`src/rtl/lif_param_loader_if.sv`:
```
// Serial configuration bus for lif_param_loader: frame strobe and per-lane data in,
// active parameter bus and frame status out.
interface lif_param_loader_if #(
    parameter int W   = 8,
    parameter int NCH = 3
);
    logic               load_en;
    logic [NCH-1:0]     sdata;
    logic [NCH*W-1:0]   params;
    logic               upd;
    logic               err;
    logic               err_sticky;
    logic               busy;

    modport master (
        output load_en, sdata,
        input  params, upd, err, err_sticky, busy
    );

    modport slave (
        input  load_en, sdata,
        output params, upd, err, err_sticky, busy
    );
endinterface

```
`src/rtl/lif_param_loader.sv`:
```
// Serial LIF parameter loader: NCH lanes shifted MSB-first into shadows, committed atomically.
// Optional per-lane even-parity trailer bit enabled by `define PARITY_CHECK_EN.

// One lane: shadow shift register plus its active parameter register.
module lif_param_lane #(
    parameter int W  = 8,
    parameter int SW = 8
) (
    input  logic         clk_i,
    input  logic         rst_ni,
    input  logic         start_i,
    input  logic         shift_i,
    input  logic         clr_i,
    input  logic         commit_i,
    input  logic         sdi_i,
`ifdef PARITY_CHECK_EN
    output logic         par_ok_o,
`endif
    output logic [W-1:0] param_o
);
    logic [SW-1:0] shadow_q, shadow_d;
    logic [W-1:0]  param_q, param_d;
    logic [W-1:0]  data_w;

`ifdef PARITY_CHECK_EN
    // Trailer bit sits in the LSB; data plus parity must XOR to zero.
    assign data_w   = shadow_q[W:1];
    assign par_ok_o = ~^shadow_q;
`else
    assign data_w   = shadow_q[W-1:0];
`endif

    always_comb begin
        shadow_d = shadow_q;
        if (clr_i)        shadow_d = '0;
        else if (start_i) shadow_d = SW'(sdi_i);
        else if (shift_i) shadow_d = {shadow_q[SW-2:0], sdi_i};
        param_d = commit_i ? data_w : param_q;
    end

    always_ff @(posedge clk_i or negedge rst_ni) begin
        if (!rst_ni) begin
            shadow_q <= '0;
            param_q  <= '0;
        end else begin
            shadow_q <= shadow_d;
            param_q  <= param_d;
        end
    end

    assign param_o = param_q;
endmodule

module lif_param_loader #(
    parameter int W   = 8,
    parameter int NCH = 3
) (
    input  logic                 clk_i,
    input  logic                 rst_ni,
    lif_param_loader_if.slave    bus
);
`ifdef PARITY_CHECK_EN
    localparam int FLEN = W + 1;
`else
    localparam int FLEN = W;
`endif
    localparam int CW = $clog2(W + 2);
    localparam logic [CW-1:0] FLEN_C = CW'(FLEN);

    typedef enum logic {S_IDLE, S_SHIFT} state_e;

    state_e           state_q, state_d;
    logic [CW-1:0]    cnt_q, cnt_d;
    logic             ovr_q, ovr_d;
    logic             upd_q, upd_d;
    logic             err_q, err_d;
    logic             stk_q, stk_d;

    logic             start, shift, clr, good, commit, busy;
    logic [NCH-1:0][W-1:0] params_w;
`ifdef PARITY_CHECK_EN
    logic [NCH-1:0]   par_ok_w;
`endif

    always_ff @(posedge clk_i or negedge rst_ni) begin
        if (!rst_ni) state_q <= S_IDLE;
        else         state_q <= state_d;
    end

    always_comb begin
        state_d = state_q;
        case (state_q)
            S_IDLE:  if (bus.load_en)  state_d = S_SHIFT;
            S_SHIFT: if (!bus.load_en) state_d = S_IDLE;
            default: state_d = S_IDLE;
        endcase
    end

    always_comb begin
        start = (state_q == S_IDLE) && bus.load_en;
        shift = (state_q == S_SHIFT) && bus.load_en && (cnt_q < FLEN_C);
        clr   = (state_q == S_SHIFT) && !bus.load_en;
        busy  = (state_q == S_SHIFT);
`ifdef PARITY_CHECK_EN
        good  = (cnt_q == FLEN_C) && !ovr_q && (&par_ok_w);
`else
        good  = (cnt_q == FLEN_C) && !ovr_q;
`endif
        commit = clr && good;
    end

    // Counter saturates at FLEN; anything beyond that only marks overrun.
    always_comb begin
        cnt_d = cnt_q;
        ovr_d = ovr_q;
        if (start) begin
            cnt_d = CW'(1);
            ovr_d = 1'b0;
        end else if (shift) begin
            cnt_d = cnt_q + CW'(1);
        end else if (busy && bus.load_en) begin
            ovr_d = 1'b1;
        end else if (clr) begin
            cnt_d = '0;
            ovr_d = 1'b0;
        end
        upd_d = commit;
        err_d = clr && !good;
        stk_d = commit ? 1'b0 : (err_d ? 1'b1 : stk_q);
    end

    always_ff @(posedge clk_i or negedge rst_ni) begin
        if (!rst_ni) begin
            cnt_q <= '0;
            ovr_q <= 1'b0;
            upd_q <= 1'b0;
            err_q <= 1'b0;
            stk_q <= 1'b0;
        end else begin
            cnt_q <= cnt_d;
            ovr_q <= ovr_d;
            upd_q <= upd_d;
            err_q <= err_d;
            stk_q <= stk_d;
        end
    end

    for (genvar i = 0; i < NCH; i++) begin : g_lane
        lif_param_lane #(.W(W), .SW(FLEN)) u_lane (
            .clk_i    (clk_i),
            .rst_ni   (rst_ni),
            .start_i  (start),
            .shift_i  (shift),
            .clr_i    (clr),
            .commit_i (commit),
            .sdi_i    (bus.sdata[i]),
`ifdef PARITY_CHECK_EN
            .par_ok_o (par_ok_w[i]),
`endif
            .param_o  (params_w[i])
        );
    end

    assign bus.params     = params_w;
    assign bus.upd        = upd_q;
    assign bus.err        = err_q;
    assign bus.err_sticky = stk_q;
    assign bus.busy       = busy;
endmodule

```
`src/flat_wrapper.sv`:
```
// flat-port wrapper written by rule: the top's interface ports become plain ports
module lif_param_loader_flat 
#(
    parameter int W   = 8,
    parameter int NCH = 3
)
  (clk_i, rst_ni, bus_load_en, bus_sdata, bus_params, bus_upd, bus_err, bus_err_sticky, bus_busy);
  lif_param_loader_if #(.W(W), .NCH(NCH)) bus_i ();
  input  logic clk_i;
  input  logic rst_ni;
  input wire logic [$bits(bus_i.load_en)-1:0] bus_load_en;
  input wire logic [$bits(bus_i.sdata)-1:0] bus_sdata;
  output wire logic [$bits(bus_i.params)-1:0] bus_params;
  output wire logic [$bits(bus_i.upd)-1:0] bus_upd;
  output wire logic [$bits(bus_i.err)-1:0] bus_err;
  output wire logic [$bits(bus_i.err_sticky)-1:0] bus_err_sticky;
  output wire logic [$bits(bus_i.busy)-1:0] bus_busy;
  assign bus_i.load_en = bus_load_en;
  assign bus_i.sdata = bus_sdata;
  assign bus_params = bus_i.params;
  assign bus_upd = bus_i.upd;
  assign bus_err = bus_i.err;
  assign bus_err_sticky = bus_i.err_sticky;
  assign bus_busy = bus_i.busy;
  lif_param_loader #(.W(W), .NCH(NCH)) u_core (.clk_i(clk_i), .rst_ni(rst_ni), .bus(bus_i));
endmodule
```
`config.mk`:
```
export PLATFORM = sky130hd
export DESIGN_NAME = lif_param_loader_flat
export DESIGN_NICKNAME = d
export VERILOG_FILES = /design/src/rtl/lif_param_loader_if.sv /design/src/rtl/lif_param_loader.sv /design/src/flat_wrapper.sv
export SDC_FILE = /design/constraint.sdc
export NUM_CORES = 1
export LEC_CHECK = 0
export ABC_AREA = 1
export CAP_MARGIN = 0
export CORE_UTILIZATION = 38
export CTS_BUF_LIST = sky130_fd_sc_hd__clkbuf_4 sky130_fd_sc_hd__clkbuf_8
export CTS_CLUSTER_DIAMETER = 30
export CTS_CLUSTER_SIZE = 28
export DETAILED_ROUTE_END_ITERATION = 7
export SKIP_LAST_GASP = 1
export SLEW_MARGIN = 20
export SYNTH_ARGS = -nofsm -noshare
export SYNTH_HDL_FRONTEND = slang
export SYNTH_HIERARCHICAL = 1
export SYNTH_SLANG_ARGS = --single-unit
```
`constraint.sdc`:
```
create_clock -name clk_i -period 2.7 [get_ports clk_i]
set_input_delay 0.27 -clock clk_i [delete_from_list [all_inputs] [get_ports clk_i]]
set_output_delay 0.27 -clock clk_i [all_outputs]
set_load 0.01 [all_outputs]
```
==> impl_metrics.json <==
{
  "grt_pass1_vias": 1681,
  "nets": 311,
  "yosys.area.top_type": "dfrtp_1",
  "post-place-ws_ns": 0.775,
  "timing_hold_violations_final": 0,
  "numPortBuffers": 33,
  "die_width_um": 80.7,
  "dr.pass1.iters": 4,
  "syn_area_per_cell_um2": 9.09,
  "wl_per_cell_um": 10.8,
  "ys_ff_latch": 57,
  "grt_setup_unrepaired": "false",
  "io-pin-count": 34,
  "netlist_top_cells_area": "dfrtp_1 61%, o21ai_0 9.6%, nor2_1 7.2%",
  "via_per_inst": 4.53,
  "arrival_ns": 1.84,
  "maxSlewViolCount": 0,
  "dpl.hpwl_mm": 2.75,
  "synth_area_um2": 2350,
  "drc_errors": 0,
  "min_path_cells": 2,
  "cts-root-buf": "clkbuf_8",
  "n_antenna_cell": 0,
  "period_needed_ns": 1.58,
  "hold_path.class": "flop to flop",
  "synth_edf_count": 0,
  "synth_top_area_share_pct": 60.6,
  "crit_start": "bus_load_en",
  "cts-htree-levels": 3,
  "synth_top_flop_cell": "dfrtp_1",
  "yosysSeqAreaShare_pct": 60.6,
  "setup_viol": 0,
  "period_share_pct": 58.7,
  "placed_cells": 366,
  "final_area_um2": 2960,
  "drt-total-wl_mm": 4.11,
  "grt-ovfl-total": 0,
  "initial_core_util_pct": 39.5,
  "ant_nets": 0,
  "power_density_nw_per_um2": 655,
  "setup_ws_ns": 1.12,
  "cts_buffers": 9,
  "yosysMostFrequentCell": "dfrtp_1",
  "synth_cells": 259,
  "cts_num_sinks": 57,
  "grt_max_degree": 50,
  "crit_required_ns": 2.96,
  "startpoint_type": "input pin",
  "worst_pin_slew_ns": 0.639,
  "fmax_mhz": 631,
  "finalPower_mw": 1.94,
  "fin_worst_skew_ns": 0.00803,
  "fin_util_pct": 49.7,
  "ys_types": 17,
  "peakVddDrop_uv": 299,
  "reg2reg_to": "u_core/g_lane[2].u_lane/param_o[7]",
  "crit_type": "input pin to flop",
  "cts.clk_slew.worst_paths_ns": 0.06,
  "r2r_setup_slack_ns": 1.14,
  "finalSetupTns_ns": 0,
  "area.growth.synth_to_final_pct": 25.7,
  "power_leakage_nw": 1.49,
  "hold_end": "u_core/bus.err_sticky",
  "cts_resized": 0,
  "min_from": "u_core/bus.err_sticky",
  "rows": 28,
  "grt_first_pass_wirelength_mm": 7.29,
  "r2r_start": "u_core/cnt_q[0]",
  "drt-initial-drc-count": 150,
  "drive_above_1_share_pct": 11.1,
  "max_cap_violations": 0,
  "post-cts-setup-buffers": 0,
  "die_h_um": 80.7,
  "critPathCaptureType": "flop",
  "status": "completed",
  "netlist_top_cells_count": "57 x dfrtp_1, 45 x nor2_1, 45 x o21ai_0",
  "die_area_um2": 6510,
  "vias": 1726,
  "final_cells": 381,
  "synth_nets": 267,
  "clock_latency_ns": 0.32,
  "gp_congestion": 0.726,
  "coreArea_um2": 5960,
  "grt_usage_pct": 15.2,
  "path_max_fanout": 27,
  "postPlaceCellArea_um2": 2780,
  "slew-limit-headroom_pct": 57.4,
  "cts_tree": "yes",
  "hold_ws_ns": 0.489,
  "r2r_cells": 6,
  "yosys_warnings": 6,
  "clk_path_buf_depth": 2,
  "antenna_found_initial": 0,
  "synth-async-reset-ratio_pct": 100
}
-- cell families (layout without fill, tap and decap cells) --
group	after synthesis	count (layout)	synth area share (%)
flops	57	57	60.6
xor+xnor	1	1	0.372
fa+ha+maj	2	2	1.06
buf+inv	46	93	7.82
simple gates	106	106	20.0
compound gates	47	47	10.2
-- registers in the layout, indices dropped and copies added, names as in the netlist --
| signal | count |
|---|---|
| u_core/bus.busy | 1 |
| u_core/ovr_q | 1 |
| u_core/g_lane.u_lane/data_w | 24 |
| u_core/bus.err | 1 |
| u_core/g_lane.u_lane/param_o | 24 |
| u_core/bus.upd | 1 |
| u_core/bus.err_sticky | 1 |
| u_core/cnt_q | 4 |
-- cells in the final DEF, fill, tap and decap left out, types with 2 or more instances in the layout --
cell type | Yosys | final
dfrtp_1 | 57 | 57
nand2_2 | 3 | 3
clkinv_2 | 0 | 2
clkbuf_8 | 0 | 11
nor2_4 | 4 | 4
ha_1 | 2 | 2
nand4_1 | 3 | 3
nand3_1 | 8 | 8
nor2_1 | 45 | 44
nor2_2 | 1 | 2
nand2_1 | 40 | 40
clkdlybuf4s50_1 | 0 | 32
o21ai_0 | 45 | 45
inv_2 | 5 | 5
nand2_4 | 2 | 2
inv_1 | 38 | 38
-- area by class of cell --
cell class / count / area, µm²
Inverter: 43 / 161
Tap cell: 75 / 93.8
Fill cell: 605 / 3000
Timing Repair Buffer: 36 / 363
Clock buffer: 11 / 151
Sequential cell: 57 / 1430
Multi-Input combinational cell: 156 / 746
Clock inverter: 3 / 17.5
-- power breakdown --
group | internal (mW) | total (mW) | switching (mW)
Sequential | 0.939 | 0.992 | 0.0526
Combinational | 0.135 | 0.273 | 0.138
Clock | 0.369 | 0.674 | 0.305
-- what timing repair did --
| action | CTS | global route |
|---|---|---|
| setup endpoints to repair | 0 | 0 |
| endpoints found under the hold margin | 27 | 0 |
| hold buffers | 1 | 0 |
-- worst max-delay path, cell delays in order --
cell,delay [ns]
clkdlybuf4s50_1,0.60
nand2_2,0.13
nor2_4,0.43
inv_2,0.17
nand2_1,0.11
nand3_1,0.07
nand2_1,0.06
-- layer usage --
metal  up-vias  share of wire (%)  track usage [%]
met5         -                  0                0
met4         0                1.8             10.4
met3         7                3.5             4.20
met2        26                 47             23.8
met1       802                 48             18.2
li1        891                  -                -
-- worst max-delay path by stage --
stage	cells after the start	slack, ns	end
floorplan	6	0.96	u_core/g_lane[0].u_lane/param_o[5]
global placement	6	0.81	u_core/g_lane[0].u_lane/data_w[6]
detailed placement	6	0.78	u_core/g_lane[2].u_lane/data_w[2]
CTS	6	1.11	u_core/g_lane[0].u_lane/param_o[1]
global route	6	0.94	u_core/g_lane[1].u_lane/data_w[5]
finish	7	1.12	u_core/g_lane[1].u_lane/data_w[0]
No activity file was read; power rests on OpenSTA's default activity.
